[src/rtl/seq_tracker.sv]
// Tracks an 8-code counter sequence and declares lock after LOCK_N in-order codes.
// While locked it flywheels through misses, dropping lock after MISS_N in a row.
module seq_tracker #(
    parameter int LOCK_N = 2,
    parameter int MISS_N = 3
) (
    input  logic       C,
    input  logic       nR,
    input  logic [3:0] D,
    input  logic       V,
    output logic [2:0] IDX,
    output logic [3:0] NEXT,
    output logic       LOCK,
    output logic       ERR,
    output logic [7:0] ERRCNT
);

    typedef enum logic [1:0] {
        SEARCH,
        CONFIRM,
        LOCKED
    } state_t;

    localparam logic [3:0] LN = 4'(LOCK_N);
    localparam logic [3:0] MN = 4'(MISS_N);

    function automatic logic [3:0] code_of(input logic [2:0] i);
        logic [3:0] c;
        case (i)
            3'd0:    c = 4'h5;
            3'd1:    c = 4'h2;
            3'd2:    c = 4'h3;
            3'd3:    c = 4'h9;
            3'd4:    c = 4'h4;
            3'd5:    c = 4'h8;
            3'd6:    c = 4'hC;
            default: c = 4'h6;
        endcase
        return c;
    endfunction

    // Returns {valid, index}; codes outside the table decode as invalid.
    function automatic logic [3:0] idx_of(input logic [3:0] c);
        logic [3:0] r;
        case (c)
            4'h5:    r = 4'b1000;
            4'h2:    r = 4'b1001;
            4'h3:    r = 4'b1010;
            4'h9:    r = 4'b1011;
            4'h4:    r = 4'b1100;
            4'h8:    r = 4'b1101;
            4'hC:    r = 4'b1110;
            4'h6:    r = 4'b1111;
            default: r = 4'b0000;
        endcase
        return r;
    endfunction

    state_t     state;
    logic [3:0] mcnt;
    logic [3:0] miss;

    logic [3:0] dec;
    logic       dv;
    logic [2:0] di;
    logic [2:0] inc;
    logic       hit;

    always_comb begin
        dec = idx_of(D);
        dv  = dec[3];
        di  = dec[2:0];
        inc = IDX + 3'd1;
        hit = (D == NEXT);
    end

    always_ff @(negedge C) begin
        if (!nR) begin
            state  <= SEARCH;
            IDX    <= 3'd0;
            NEXT   <= 4'h0;
            LOCK   <= 1'b0;
            ERR    <= 1'b0;
            ERRCNT <= 8'd0;
            mcnt   <= 4'd0;
            miss   <= 4'd0;
        end else begin
            ERR <= 1'b0;
            if (V) begin
                unique case (state)
                    SEARCH: begin
                        if (dv) begin
                            IDX   <= di;
                            NEXT  <= code_of(di + 3'd1);
                            mcnt  <= 4'd1;
                            state <= CONFIRM;
                        end
                    end
                    CONFIRM: begin
                        if (hit) begin
                            IDX  <= inc;
                            NEXT <= code_of(inc + 3'd1);
                            mcnt <= mcnt + 4'd1;
                            if (mcnt + 4'd1 == LN) begin
                                state <= LOCKED;
                                LOCK  <= 1'b1;
                            end
                        end else if (dv) begin
                            IDX  <= di;
                            NEXT <= code_of(di + 3'd1);
                            mcnt <= 4'd1;
                        end else begin
                            state <= SEARCH;
                            NEXT  <= 4'h0;
                            mcnt  <= 4'd0;
                        end
                    end
                    LOCKED: begin
                        IDX <= inc;
                        if (hit) begin
                            NEXT <= code_of(inc + 3'd1);
                            miss <= 4'd0;
                        end else begin
                            ERR <= 1'b1;
                            if (ERRCNT != 8'hFF) begin
                                ERRCNT <= ERRCNT + 8'd1;
                            end
                            // Flywheel keeps counting; too many misses loses lock.
                            if (miss + 4'd1 == MN) begin
                                state <= SEARCH;
                                LOCK  <= 1'b0;
                                NEXT  <= 4'h0;
                                miss  <= 4'd0;
                                mcnt  <= 4'd0;
                            end else begin
                                NEXT <= code_of(inc + 3'd1);
                                miss <= miss + 4'd1;
                            end
                        end
                    end
                    default: state <= SEARCH;
                endcase
            end
        end
    end

endmodule
[config.mk]
export PLATFORM = sky130hd
export DESIGN_NAME = seq_tracker
export DESIGN_NICKNAME = d
export VERILOG_FILES = /design/src/rtl/seq_tracker.sv
export SDC_FILE = /design/constraint.sdc
export NUM_CORES = 1
export LEC_CHECK = 0
export CAP_MARGIN = 10
export CORE_MARGIN = 5
export CORE_UTILIZATION = 56
export CTS_CLUSTER_DIAMETER = 50
export DETAILED_ROUTE_END_ITERATION = 8
export PLACE_DENSITY = 0.8
export SYNTH_ARGS = -nofsm -noshare
export SYNTH_HDL_FRONTEND = slang
export SYNTH_SLANG_ARGS = --single-unit
[constraint.sdc]
create_clock -name C -period 2.62 [get_ports C]
set_input_delay 0.786 -clock C [delete_from_list [all_inputs] [get_ports C]]
set_output_delay 0.786 -clock C [all_outputs]
set_load 0.1 [all_outputs]
==> metrics.csv, run 1 <==
metric,value,unit
area share of the largest cell type after synthesis,0.267,
Starting Density,0.593,
largest cells by area after synthesis,"dfxtp_1 (27%), ha_1 (12%), nand2_1 (5.2%), xnor2_1 (3.9%), and2_1 (3.7%)",
io pins,24,
#FFs+latches synth,27,
cts repair resizes,59,
Synthesis Warnings,0,
port bufs,23,
Err,[ERROR DPL-0033] detailed placement checks failed during check placement.,
top-count cell post-synth,nand2_1,
Routability Congestion,0.793,
Async SR Flop Fraction,0,
Area after DPL,0.00289,sq mm
"Seq/Total Area, Yosys",0.267,
"Setup Fix Bufs, Post-CTS",11,
H-tree depth,1,
Gate Count Post-Synth,243,
ys flop type,dfxtp_1,
number of synthesized flops with an enable pin,0,
Num CTS Buffers,3,
Exit stage,clock tree synthesis,
chip width,70.2,microns
Sink Count,27,
Clock Tree Buf Depth,2,
"area leader, netlist",dfxtp_1,
synthesized area per cell,8.34,sq um
standard-cell rows,21,
Commonest cells post-synth,"nand2_1 (28), dfxtp_1 (27), ha_1 (20), inv_1 (16)",
die height,70.2,microns
outcome,stopped before the end,
Post-Syn Area,0.00203,sq mm
Netlist cell types,49,
Syn Nets,270,
cts hold-fix bufs,0,
Detailed Place HPWL,4.12,mm
CTS root buf,clkbuf_4,
-- stage by stage --
stage	cells	setup TNS, ns	setup WS, ns	utilization
after global placement	346	-37.65	-1.48	0.847
after floorplan	243	-22.05	-0.959	-
after detailed placement	346	-39.18	-1.60	0.847
-- cell families after synthesis --
logic type	after synthesis	synth area share
flops	27	0.267
mux	8	0.0401
simple gates	87	0.221
xor+xnor	16	0.0691
fa+ha+maj	20	0.123
buf+inv	27	0.0623
compound gates	58	0.217
==> run 2: changes to the inputs <==
- CORE_UTILIZATION: 56 -> 40
- CTS_CLUSTER_DIAMETER: 50 -> not set
- PLACE_DENSITY: 0.8 -> not set
- PLACE_DENSITY_LB_ADDON: not set -> 0.15
==> run 2 against run 1 <==
- the flow now finishes, with violations (negative setup slack)
- synthesized area did not move
- synthesized cell count stayed put
==> metrics.csv, run 2 <==
metric,value,unit,change
mux cell area share after synthesis,0.0401,,unchanged
Gate Count Post-Synth,243,,unchanged
synthesized area per cell,8.34,sq um,unchanged
worst skew pair latency,0.36,ns,
Final Power,1350,uW,
CTS tree,done,,
WL final,5.46,mm,
Hold WS,0.516,ns,
cts hold-fix bufs,0,,unchanged
Netlist cell types,49,,unchanged
Final ANT Viol Nets,0,,
Starting Density,0.405,,was 0.593
Synthesis Warnings,0,,unchanged
failing checks,negative setup slack,,
"Data arrival, critical path",2.37,ns,
Async SR Flop Fraction,0,,unchanged
Detailed Place HPWL,3.82,mm,was 4.12 mm
CP Launch Type,primary input,,
H-tree depth,1,,unchanged
fin. max-slew vios,0,,
grt ovf,0,,
area grow syn2layout,73.3,%,
Post-Synth Simple-Gate Area,0.221,,unchanged
number of flip-flops in the largest register,8,,
standard-cell rows,26,,was 21
Num CTS Buffers,3,,unchanged
Commonest cells post-synth,"nand2_1 (28), dfxtp_1 (27), ha_1 (20), inv_1 (16)",,unchanged
DP Cell Count,370,,was 346
Post-Synth XOR/XNOR Area,0.0691,,unchanged
"Worst Path Class, Setup",in -> reg,,
Worst Tran Pin Value,0.568,ns,
Compound-Gate Fraction of Synth Area,0.217,,unchanged
cell area power density,383,mW/mm^2,
die height,81.2,microns,was 70.2 microns
Vias/cell,5.00,,
Slew headroom,0.621,,
worst vdd ir,274,uV,
die area,0.00659,sq mm,
drt drc,0,,
Final setup viols,44,,
outcome,"finished, violations left",,was stopped before the end
Routability Congestion,0.800,,was 0.793
R2R Path Start,miss[1]$_SDFFE_NN0P_,,
Pleak,0.00155,uW,
Crit. End Element,flip-flop,,
DRT iter0 DRCs,40,,
share of layout cells above drive strength 1,0.443,,
number of fill cells,398,,
Hold Startpoint,state[0]$_SDFFE_NN0P_,,
Placement Setup Slack,-1.61,ns,was -1.60 ns
"Reg clk slew, reported paths",0.04,ns,
ys flop type,dfxtp_1,,unchanged
vias,2075,,
chip width,81.2,microns,was 70.2 microns
vias in the first global route,2054,,
setup slack after layout,-0.785,ns,
CTS root buf,clkbuf_8,,was clkbuf_4
Inserted Diodes,0,,
CP startpoint,D[3],,
initial antenna violation count,0,,
CP Max Fanout,5,,
largest cells by area after synthesis,"dfxtp_1 (27%), ha_1 (12%), nand2_1 (5.2%), xnor2_1 (3.9%), and2_1 (3.7%)",,unchanged
#FFs+latches synth,27,,unchanged
largest family of logic cells by synthesized area,simple AND/OR/NAND/NOR gates,,unchanged
final number of hold-violating endpoints,0,,
core area,0.00501,sq mm,
Post-Route Utilization,0.701,,
Post-Syn Area,0.00203,sq mm,unchanged
clk_skew,0.0133,ns,
Top reg by flops,ERRCNT,,
# nets final,373,,
Syn Nets,270,,unchanged
r2r setup slk,0.50,ns,
"area leader, netlist",dfxtp_1,,unchanged
first-pass GRT wire length,9.07,mm,
Sink Count,27,,unchanged
RSZ-0062 raised after global routing,yes,,
number of synthesized flops with an enable pin,0,,unchanged
"Seq/Total Area, Yosys",0.267,,unchanged
"commonest cells after routing, fill and taps aside","buf_4 (44), inv_1 (39), nand2_1 (24)",,
Overall Global Routing Usage,0.171,,
Critical Path RT,1.59,ns,
area share of the largest cell type after synthesis,0.267,,unchanged
io pins,24,,unchanged
Initial DRT Pass Iterations,5,,
Hold Path Class,reg -> reg,,
top-count cell post-synth,nand2_1,,unchanged
largest net degree at the start of global routing,27,,
drt wl/cell,13.1,microns,
max-cap viol count,0,,
port bufs,23,,unchanged
Layout Cells excl Fill,415,,
"commonest non-fill, non-tap cell in the layout",buf_4,,
Adder-Cell Fraction of Synth Area,0.123,,unchanged
Clock Tree Buf Depth,2,,unchanged
==> run 2: layout make-up <==
| cell class | count | area, sq um | share of cell area |
|---|---|---|---|
| sequential | 27 | 601 | 0.171 |
| timing repair buffer | 83 | 937 | 0.267 |
| multi-input combinational | 189 | 1670 | 0.476 |
| tap | 70 | 87.6 | 0.0249 |
| clock buffer | 3 | 41.3 | 0.0118 |
| inverter | 15 | 63.8 | 0.0182 |
| clock inverter | 28 | 110 | 0.0314 |
==> run 2: repair_timing <==
action | CTS | global route
setup endpoints to repair | 44 | 44
gates resized for setup | 54 | 35
pin swaps | 32 | 22
buffers inserted | 11 | 4
==> run 2: worst max-delay path, stage by stage <==
cell and delay, ns:
buf_6 0.09, buf_6 0.12, buf_6 0.11, nor3_4 0.13, a21o_4 0.16, ha_4 0.16, inv_6 0.04, nor3_2 0.16
a31oi_1 0.05, o221a_2 0.31, a2bb2oi_2 0.14, o22ai_1 0.10
==> run 2: layer usage <==
metal  global-route usage  vias up  wire length (microns)
li1                     -     1069                      -
met1                0.219      971                   2540
met2                0.275       29                   2700
met3               0.0355        6                    149
met4               0.0777        0                     72
met5                    0        -                      0
==> run 2: power breakdown <==
| part | switching (uW) | leakage [uW] | total [uW] | internal, uW |
|---|---|---|---|---|
| Sequential | 15.0 | 0.000231 | 431 | 416 |
| Clock | 259 | 0.000170 | 422 | 164 |
| Combinational | 258 | 0.00114 | 494 | 236 |
| Total | 532 | 0.00155 | 1350 | 815 |
==> run 2: stage by stage <==
step	setup TNS, ns	instance area (sq um)
after CTS	-24.00	3330
final	-23.72	3510
after global placement	-39.23	2940
after global routing	-25.94	3510
after detailed placement	-39.51	2940
after floorplan	-22.05	2190
==> run 2: final timing paths <==
path                           endpoint  cells past startpoint
setup / recovery   NEXT[2]$_SDFFE_NN0P_                     12
hold / removal    state[0]$_SDFFE_NN0P_                      2
setup reg to reg   NEXT[0]$_SDFFE_NN0P_                      8
hold reg to reg   state[0]$_SDFFE_NN0P_                      2
==> run 2: logic make-up after synthesis <==
family / Yosys count
adders and majority gates: 20
and+or+nand+nor: 87
muxes: 8
AOI/OAI and AO/OA: 58
DFF: 27
xor gates and xnor gates: 16
buffers and inverters: 27
Note: power is estimated with default switching activity, not from simulation.
==> run 3: changes to the inputs <==
- clock period: 2.62 -> 4.1 ns (I/O delays scaled with it)
==> run 3 against run 2 <==
- the flow still finishes with violations (negative setup slack)
- highest routed layer unchanged
- critical path type unchanged
- die area stayed put
- cell count is 0.24% lower
- register-to-register slack better by 1.3 ns
- first-iteration DRC count is 90% higher
- sequential cell count stayed put
- non-clock buffer count is 1 lower
==> metrics.csv, run 3 (synthesis results as in run 2) <==
metric,value,unit,change
share of layout cells above drive strength 1,0.433,,was 0.443
area grow syn2layout,73.3,%,about the same
port bufs,23,,unchanged
clock share of power,0.360,,was 0.314
CTS root buf,clkbuf_8,,unchanged
DRT iter0 DRCs,76,,was 40
setup slack after layout,-0.598,ns,was -0.785 ns
"Max stage delay cell, worst path",o221a_2,,unchanged
CP top delay family,compound AO/OA/AOI/OAI gates,,unchanged
CTS tree,done,,unchanged
"Data arrival, critical path",2.92,ns,was 2.37 ns
outcome,"finished, violations left",,unchanged
WL final,5.60,mm,was 5.46 mm
Sink Count,27,,unchanged
initial antenna violation count,0,,unchanged
core area,0.00501,sq mm,unchanged
Inserted Diodes,0,,unchanged
standard-cell rows,26,,unchanged
Vias/cell,5.09,,was 5.00
drt drc,0,,unchanged
Worst Tran Pin Value,0.639,ns,was 0.568 ns
die area,0.00659,sq mm,unchanged
grt ovf,0,,unchanged
Initial DRT Pass Iterations,4,,was 5
Routability Congestion,0.813,,was 0.800
Clock Tree Buf Depth,2,,unchanged
Comb pwr share,0.339,,was 0.367
crit-path max cell delay,0.32,ns,was 0.31 ns
most frequent CP cell,nor3_4,,was buf_6
largest net degree at the start of global routing,26,,was 27
cell area power density,263,mW/mm^2,was 383 mW/mm^2
max-cap viol count,0,,unchanged
Area after DPL,0.00283,sq mm,was 0.00294 sq mm
"commonest non-fill, non-tap cell in the layout",buf_4,,unchanged
RSZ-0062 raised after global routing,yes,,unchanged
Slew headroom,0.574,,was 0.621
Seq pwr share,0.301,,was 0.320
Hold Path Class,reg -> reg,,unchanged
worst skew pair latency,0.38,ns,was 0.36 ns
P_int,584,uW,was 815 uW
"Worst Path Class, Setup",in -> reg,,unchanged
Overall Global Routing Usage,0.172,,was 0.171
WP buf/inv,3,,was 4
chip width,81.2,microns,unchanged
Final ANT Viol Nets,0,,unchanged
H-tree depth,1,,unchanged
Final Power,924,uW,was 1350 uW
io pins,24,,unchanged
crit path cell chain,buf_8 -> buf_6 -> nor3_4 -> a21o_1 -> buf_4 -> ha_4 -> nor3_4 -> a31oi_1 -> o221a_2 -> a2bb2oi_2 -> o22ai_1,,was buf_6 -> buf_6 -> buf_6 -> nor3_4 -> a21o_4 -> ha_4 -> inv_6 -> nor3_2 -> a31oi_1 -> o221a_2 -> a2bb2oi_2 -> o22ai_1
vias,2106,,"was 2,075"
Crit. End Element,flip-flop,,unchanged
failing checks,negative setup slack,,unchanged
Top reg by flops,ERRCNT,,unchanged
final instance area,0.00351,sq mm,about the same
die height,81.2,microns,unchanged
Final setup viols,44,,unchanged
Switching Share,0.369,,was 0.395
number of flip-flops in the largest register,8,,unchanged
worst vdd ir,170,uV,was 274 uV
Detailed Place HPWL,3.58,mm,was 3.82 mm
Critical Path RT,2.32,ns,was 1.59 ns
# nets final,372,,was 373
Pleak,0.00157,uW,was 0.00155 uW
"commonest cells after routing, fill and taps aside","buf_4 (47), inv_1 (39), nand2_1 (24)",,"was buf_4 (44), inv_1 (39), nand2_1 (24)"
Starting Density,0.405,,unchanged
fin. max-slew vios,0,,unchanged
clk_skew,0.0314,ns,was 0.0133 ns
Num CTS Buffers,3,,unchanged
cts hold-fix bufs,0,,unchanged
"Reg clk slew, reported paths",0.03,ns,was 0.04 ns
CP Launch Type,primary input,,unchanged
vias in the first global route,2034,,"was 2,054"
CP Max Fanout,4,,was 5
drt wl/cell,13.5,microns,was 13.1 microns
NetSw,341,uW,was 532 uW
final number of hold-violating endpoints,0,,unchanged
first-pass GRT wire length,9.11,mm,was 9.07 mm
==> run 3: cell types whose count changed in the layout (fill, tap and decap cells not counted), moves of 2 or more <==
cell	before	now
buf_6	15	8
buf_12	19	22
buf_4	44	47
ha_1	15	18
dfxtp_2	0	2
dfxtp_4	16	14
ha_4	3	1
xnor2_2	0	2
xnor2_4	3	1
xor2_1	6	4
xor2_2	1	3
==> run 3: area by class of cell <==
class                           count  area, sq um
Clock buffer                        3         41.3
Clock inverter                     28          131
Fill cell                         407         1500
Inverter                           15         58.8
Multi-Input combinational cell    189         1630
Sequential cell                    27          596
Tap cell                           70         87.6
Timing Repair Buffer               82          968
==> run 3: power groups by stage <==
stage                     Clock, uW  Combinational [uW]  Sequential, uW
after floorplan                41.8                 126             327
after global placement         41.8                 244             293
after detailed placement       41.8                 246             292
after CTS                       339                 285             278
after global routing            378                 332             279
final                           333                 313             278
==> run 3: through the flow <==
stage | cells | utilization | setup TNS, ns | worst slack, ns | hold slack (ns)
6_report | 414 | 0.701 | -11.01 | -0.598 | 0.504
5_1_grt | 414 | 0.701 | -13.49 | -0.641 | 0.528
4_1_cts | 410 | 0.664 | -12.24 | -0.575 | 0.513
3_5_place_dp | 355 | 0.564 | -31.77 | -1.29 | 0.507
3_3_place_gp | 355 | 0.564 | -30.86 | -1.25 | 0.497
2_1_floorplan | 243 | - | -13.92 | -0.663 | 0.477
==> run 3: layer usage <==
layer  vias up  global-route usage  share of wire  wire length [microns]
li1       1060                   -              -                      -
met1       998               0.216           0.43                   2430
met2        39               0.290           0.52                   2910
met3         9              0.0299          0.031                    176
met4         0              0.0676          0.015                     83
met5         -                   0              0                      0
==> run 3: worst paths after layout <==
kind,start,slack (ns),to,cells after the start
worst min-delay path,state[1]$_SDFFE_NN0P_,0.50,state[1]$_SDFFE_NN0P_,2
worst min register to register,state[1]$_SDFFE_NN0P_,0.50,state[1]$_SDFFE_NN0P_,2
worst max register to register,miss[1]$_SDFFE_NN0P_,1.84,mcnt[1]$_SDFFE_NN0P_,7
worst max-delay path,D[0],-0.60,NEXT[2]$_SDFFE_NN0P_,11
==> run 3: repair_timing <==
action                                 in CTS  in global routing
setup endpoints to repair                  44                 44
resized for setup                          63                 32
endpoints found under the hold margin       0                  0
cloned                                      0                  0
pin swaps                                  43                 37
buffers inserted                           25                  6
==> run 3: worst reg2reg max path, stage by stage, from the launching register on <==
cell,delay [ns]
dfxtp_1,0.48
ha_1,0.29
and2_1,0.15
a21oi_1,0.07
o32ai_2,0.54
o211a_4,0.30
mux2i_1,0.24
nor2b_1,0.06
